<file path="src/rtl/dorm_lock_pkg.sv">
// Shared definitions for the dorm lock keypad: digit format and the sequencer state encoding.
package dorm_lock_pkg;

   localparam int DIGIT_W = 4;
   localparam logic [DIGIT_W-1:0] BCD_MAX = 4'd9;

   typedef enum logic [1:0] {
      IDLE    = 2'd0,
      ENTRY   = 2'd1,
      CHECK   = 2'd2,
      LOCKOUT = 2'd3
   } lock_state_t;

   function automatic logic is_bcd(input logic [DIGIT_W-1:0] d);
      return d <= BCD_MAX;
   endfunction

endpackage

</file>
<file path="src/rtl/lock_timer.sv">
// Loadable down-counter that stops at zero; done is high whenever the count is zero.
module lock_timer #(
   parameter int WIDTH = 10
) (
   input  logic             clk,
   input  logic             reset,
   input  logic             load,
   input  logic [WIDTH-1:0] load_value,
   output logic             done
);

   logic [WIDTH-1:0] count;

   always_ff @(posedge clk) begin
      if (reset) begin
         count <= '0;
      end else if (load) begin
         count <= load_value;
      end else if (count != '0) begin
         count <= count - 1'b1;
      end
   end

   assign done = (count == '0);

endmodule

</file>
<file path="src/rtl/access_code_sequencer.sv">
// Keypad access-code sequencer: collects BCD digits, compares against the stored code,
// pulses the result and locks out after repeated failures.
module access_code_sequencer
   import dorm_lock_pkg::*;
#(
   parameter int CODE_DIGITS    = 4,
   parameter int MAX_FAILS      = 3,
   parameter int LOCKOUT_CYCLES = 1000,
   parameter int ENTRY_TIMEOUT  = 500,
   parameter logic [4*CODE_DIGITS-1:0] DEFAULT_CODE = 16'h1234
) (
   input  logic                         clk,
   input  logic                         reset,
   input  logic                         digit_valid,
   input  logic [DIGIT_W-1:0]           digit,
   input  logic                         clear,
   input  logic                         code_load,
   input  logic [DIGIT_W*CODE_DIGITS-1:0] new_code,
   output logic                         door_status_correct,
   output logic                         door_status_incorrect,
   output logic                         locked_out,
   output logic                         entry_active,
   output lock_state_t                  state_dbg,
   output logic [$clog2(MAX_FAILS+1)-1:0] fail_count_dbg
);

   localparam int CODE_W    = DIGIT_W * CODE_DIGITS;
   localparam int TIMER_MAX = (LOCKOUT_CYCLES > ENTRY_TIMEOUT) ? LOCKOUT_CYCLES : ENTRY_TIMEOUT;
   localparam int TIMER_W   = $clog2(TIMER_MAX + 1);
   localparam int CNT_W     = $clog2(CODE_DIGITS + 1);
   localparam int FAIL_W    = $clog2(MAX_FAILS + 1);

   // The timer reads zero on the last cycle of each interval, hence the minus one.
   localparam logic [TIMER_W-1:0] ENTRY_LOAD = TIMER_W'(ENTRY_TIMEOUT - 1);
   localparam logic [TIMER_W-1:0] LOCK_LOAD  = TIMER_W'(LOCKOUT_CYCLES - 1);
   localparam logic [CNT_W-1:0]   LAST_IDX   = CNT_W'(CODE_DIGITS - 1);
   localparam logic [FAIL_W-1:0]  FAIL_LAST  = FAIL_W'(MAX_FAILS - 1);
   localparam logic [FAIL_W-1:0]  FAIL_SAT   = FAIL_W'(MAX_FAILS);

   lock_state_t         state, next_state;
   logic [CODE_W-1:0]   entry_reg, entry_next;
   logic [CODE_W-1:0]   stored_code, code_next;
   logic [CNT_W-1:0]    digit_count, count_next;
   logic [FAIL_W-1:0]   fail_count, fail_next;
   logic                correct_next, incorrect_next;
   logic                timer_load, timer_done;
   logic [TIMER_W-1:0]  timer_value;
   logic                digit_ok;

   lock_timer #(.WIDTH(TIMER_W)) u_timer (
      .clk        (clk),
      .reset      (reset),
      .load       (timer_load),
      .load_value (timer_value),
      .done       (timer_done)
   );

   always_comb begin
      next_state     = state;
      entry_next     = entry_reg;
      count_next     = digit_count;
      fail_next      = fail_count;
      code_next      = stored_code;
      correct_next   = 1'b0;
      incorrect_next = 1'b0;
      timer_load     = 1'b0;
      timer_value    = ENTRY_LOAD;
      digit_ok       = digit_valid && is_bcd(digit);

      case (state)
         IDLE: begin
            if (digit_ok) begin
               entry_next = CODE_W'(digit);
               count_next = CNT_W'(1);
               timer_load = 1'b1;
               next_state = (CODE_DIGITS == 1) ? CHECK : ENTRY;
            end else if (code_load && !digit_valid) begin
               code_next = new_code;
            end
         end
         ENTRY: begin
            // clear outranks a digit arriving in the same cycle
            if (clear) begin
               count_next = '0;
               next_state = IDLE;
            end else if (digit_ok) begin
               entry_next = (entry_reg << DIGIT_W) | CODE_W'(digit);
               count_next = digit_count + CNT_W'(1);
               timer_load = 1'b1;
               if (digit_count == LAST_IDX) begin
                  next_state = CHECK;
               end
            end else if (timer_done) begin
               count_next = '0;
               next_state = IDLE;
            end
         end
         CHECK: begin
            count_next = '0;
            if (entry_reg == stored_code) begin
               correct_next = 1'b1;
               fail_next    = '0;
               next_state   = IDLE;
            end else begin
               incorrect_next = 1'b1;
               if (fail_count >= FAIL_LAST) begin
                  fail_next   = FAIL_SAT;
                  timer_load  = 1'b1;
                  timer_value = LOCK_LOAD;
                  next_state  = LOCKOUT;
               end else begin
                  fail_next  = fail_count + FAIL_W'(1);
                  next_state = IDLE;
               end
            end
         end
         LOCKOUT: begin
            if (timer_done) begin
               fail_next  = '0;
               next_state = IDLE;
            end
         end
         default: next_state = IDLE;
      endcase
   end

   always_ff @(posedge clk) begin
      if (reset) begin
         state                 <= IDLE;
         entry_reg             <= '0;
         digit_count           <= '0;
         fail_count            <= '0;
         stored_code           <= DEFAULT_CODE;
         door_status_correct   <= 1'b0;
         door_status_incorrect <= 1'b0;
         locked_out            <= 1'b0;
         entry_active          <= 1'b0;
      end else begin
         state                 <= next_state;
         entry_reg             <= entry_next;
         digit_count           <= count_next;
         fail_count            <= fail_next;
         stored_code           <= code_next;
         door_status_correct   <= correct_next;
         door_status_incorrect <= incorrect_next;
         locked_out            <= (next_state == LOCKOUT);
         entry_active          <= (next_state == ENTRY) || (next_state == CHECK);
      end
   end

   assign state_dbg      = state;
   assign fail_count_dbg = fail_count;

endmodule

</file>
<file path="config.mk">
export PLATFORM = sky130hd
export DESIGN_NAME = access_code_sequencer
export DESIGN_NICKNAME = d
export VERILOG_FILES = /design/src/rtl/dorm_lock_pkg.sv /design/src/rtl/lock_timer.sv /design/src/rtl/access_code_sequencer.sv
export SDC_FILE = /design/constraint.sdc
export NUM_CORES = 1
export LEC_CHECK = 0
export BUFFER_PORTS_ARGS = -buffer_cell sky130_fd_sc_hd__buf_2
export CAP_MARGIN = 10
export CORE_ASPECT_RATIO = 0.75
export CORE_MARGIN = 5
export CORE_UTILIZATION = 60
export DETAILED_ROUTE_END_ITERATION = 7
export GPL_ROUTABILITY_DRIVEN = 1
export PLACE_DENSITY = 0.83
export SKIP_CTS_REPAIR_TIMING = 1
export SYNTH_ARGS = -nofsm -noshare
export SYNTH_HDL_FRONTEND = slang
export SYNTH_SLANG_ARGS = --single-unit
export TNS_END_PERCENT = 20
</file>
<file path="constraint.sdc">
create_clock -name clk -period 4.4 [get_ports clk]
set_clock_uncertainty 0.05 [all_clocks]
set_input_delay 0.88 -clock clk [delete_from_list [all_inputs] [get_ports clk]]
set_output_delay 0.88 -clock clk [all_outputs]
set_load 0.02 [all_outputs]
</file>
==> results.json <==
{
  "run_status": "finished clean",
  "async_flop_share": 0,
  "synth_area_per_cell_sq_um": 8.93,
  "fin_nets": 337,
  "drc": 0,
  "grt_use_total": 0.207,
  "clk_pin_slew_worst_paths_ns": 0.09,
  "crit_slowest_cell": "nand4_1",
  "portBuffers": 32,
  "gr-total-overflow": 0,
  "syn_nets": 311,
  "core_sq_mm": 0.00403,
  "area_growth_pct": 11.9,
  "via_count": 2032,
  "clk_path_buf_depth": 2,
  "path_cells": "nor4_4 > nand4_1 > and3_4 > a2111oi_4 > nor2_1 > ha_1 > nor2b_1",
  "synth_cell_types": 42,
  "clock_latency_ns": 0.31,
  "drive_gt1_frac": 0.174,
  "critPathMaxFanout": 11,
  "ys.warnings.count": 0,
  "crit_path_end": "entry_active",
  "period_minus_slack_ns": 2.65,
  "fmax_ghz": 0.377,
  "dp_hpwl_microns": 3870,
  "grt_start_max_net_pins": 54,
  "dpl.cell_count": 351,
  "gp_congestion": 0.834,
  "fin_cells": 359,
  "cts_buffers": 5,
  "fin_setup_tns_ns": 0,
  "grt_pass1_wl_microns": 9040,
  "firstDrtPassIters": 4,
  "dieArea_sq_mm": 0.00552,
  "met1Wirelength_microns": 2730,
  "tritoncts": "done",
  "rows": 20,
  "io-pin-count": 33,
  "maxSlewViolCount": 0,
  "setup-violations-final": 0,
  "die_h_microns": 65.6,
  "cts_root_buf": "clkbuf_8",
  "arrival_ns": 2.77,
  "timing.rr.start": "u_timer.count[3]",
  "r2r-end": "entry_active",
  "syn_inst": 277,
  "post-route-period-util": 0.602,
  "drtAntennaViolNets": 0,
  "met3_length_microns": 503,
  "start_util": 0.614,
  "grt_setup_unrepaired": "no",
  "finalHoldViolCount": 0,
  "drt_iter0_markers": 143,
  "ys_ff_latch": 53,
  "ff2ff_path_depth": 7,
  "max_stage_delay_ns": 0.48,
  "cts_sinks": 53,
  "yosysSeqAreaShare": 0.429,
  "fp.dieW_microns": 84.1,
  "path_class": "reg2reg",
  "routed.top_layer": "met4",
  "relSlewSlack": 0.359,
  "avgViaCountPerCell": 5.66,
  "drt_wl_total_microns": 5410,
  "worstSetupEndpointType": "flip-flop",
  "reg2reg_slack_ns": 1.75,
  "num_antenna_cells": 0,
  "wl_met2_microns": 2110,
  "setup.worst_path.start": "u_timer.count[3]",
  "max-cap-violations": 0,
  "ir_drop_uv": 454,
  "cts-htree-levels": 2,
  "ys.flop_type": "dfxtp_1",
  "start_kind": "flip-flop",
  "grt_pass1_vias": 1850,
  "worstPathRequired_ns": 4.51,
  "netlist_area_sq_mm": 0.00247,
  "p_leak_nw": 1.19,
  "worst_pin_slew_ns": 0.958,
  "antenna_found_initial": 0,
  "wl_per_cell_microns": 15.1,
  "powerDensity_mw_per_mm2": 549,
  "hold_class": "reg2reg",
  "synth_edf_count": 0
}
## how the worst min path moves through the flow
stage                    startpoint              end  depth (start not counted)
floorplan            digit_count[2]   digit_count[2]                          2
global route         stored_code[7]   stored_code[7]                          2
detailed placement   stored_code[7]   stored_code[7]                          2
global placement     stored_code[3]   stored_code[3]                          2
CTS                  stored_code[7]   stored_code[7]                          2
finish              stored_code[15]  stored_code[15]                          2
## report_power, final
| part | leakage, nW | total, mW | internal (mW) | switching, mW |
|---|---|---|---|---|
| combinational | 0.694 | 0.543 | 0.226 | 0.316 |
| clock | 0.0585 | 0.339 | 0.186 | 0.153 |
| sequential | 0.433 | 0.638 | 0.560 | 0.0781 |
## per-stage QoR
| step | utilization | power (mW) | cell area, sq um | setup WS, ns | hold WS, ns |
|---|---|---|---|---|---|
| floorplan | - | 1.06 | 2470 | 1.92 | 0.396 |
| global placement | 0.658 | 1.16 | 2650 | 1.70 | 0.405 |
| detailed placement | 0.658 | 1.18 | 2650 | 1.65 | 0.411 |
| CTS | 0.687 | 1.52 | 2770 | 1.78 | 0.424 |
| global route | 0.687 | 1.63 | 2770 | 1.48 | 0.439 |
| finish | 0.687 | 1.52 | 2770 | 1.75 | 0.421 |
## cell usage after synthesis (2+ instances only)
cell type  instances  share of area
inv_1              7          0.011
xor2_1            22          0.078
o21ai_0            2         0.0040
ha_1               9          0.046
a22oi_1           13          0.039
nand2_1           39          0.059
nand3_1            9          0.018
xnor2_1            2         0.0071
nand2b_1           4          0.010
mux2i_1            6          0.024
nor3b_1            2         0.0061
nand4_1            3         0.0076
inv_2              2         0.0030
nor2b_1            3         0.0076
nor2_1            27          0.041
dfxtp_1           53           0.43
clkbuf_1          12          0.018
nand3b_1           6          0.018
nor3_1             4         0.0081
nor4_2             4          0.020
a21oi_1           27          0.055
## cell families (layout without fill, tap and decap cells)
group | after synthesis | count (layout) | share of synthesized area
multiplexers | 6 | 6 | 0.0243
buffers and inverters | 22 | 49 | 0.0339
XOR/XNOR | 24 | 24 | 0.0850
AND/OR/NAND/NOR | 109 | 109 | 0.228
flip-flops | 53 | 53 | 0.429
adder cells (fa/ha/maj) | 9 | 9 | 0.0455
AO/OA/AOI/OAI | 54 | 54 | 0.155
## layer usage
layer,vias up,track usage
met5,-,0
met4,0,0.0602
met3,8,0.0627
met2,78,0.276
met1,937,0.316
li1,1009,-
## critical path, delay by kind of cell (launching register included)
kind | cells | cell delay [ns]
AO/OA/AOI/OAI | 1 | 0.34
AND/OR/NAND/NOR | 5 | 1.49
adder cells (fa/ha/maj) | 1 | 0.26
flip-flops | 1 | 0.37
## cell type report
cell class	instances	area, sq um
flip-flops and latches	53	1060
clock inverters	1	30.0
repair buffers	32	160
well taps	55	68.8
multi-input cells	202	1330
inverters	9	33.8
fillers	333	1260
clock buffers	7	86.3
## placed cells by master, fill, tap and decap left out, drive strengths merged, types with 2 or more instances in the layout
master and n:
dfxtp 53, buf 32, ha 9, nand2b 4, o21ai 4, xnor2 2, nand3 9, xor2 22
nor3 4, nor3b 2, mux2i 6, nor2 27, inv 9, a221oi 2, a22oi 13, nor4 5
and3 2, nor2b 3, nand2 39, nand4 3, nand3b 6, a21oi 28, clkbuf 7
(Power assumes the default switching activity.)
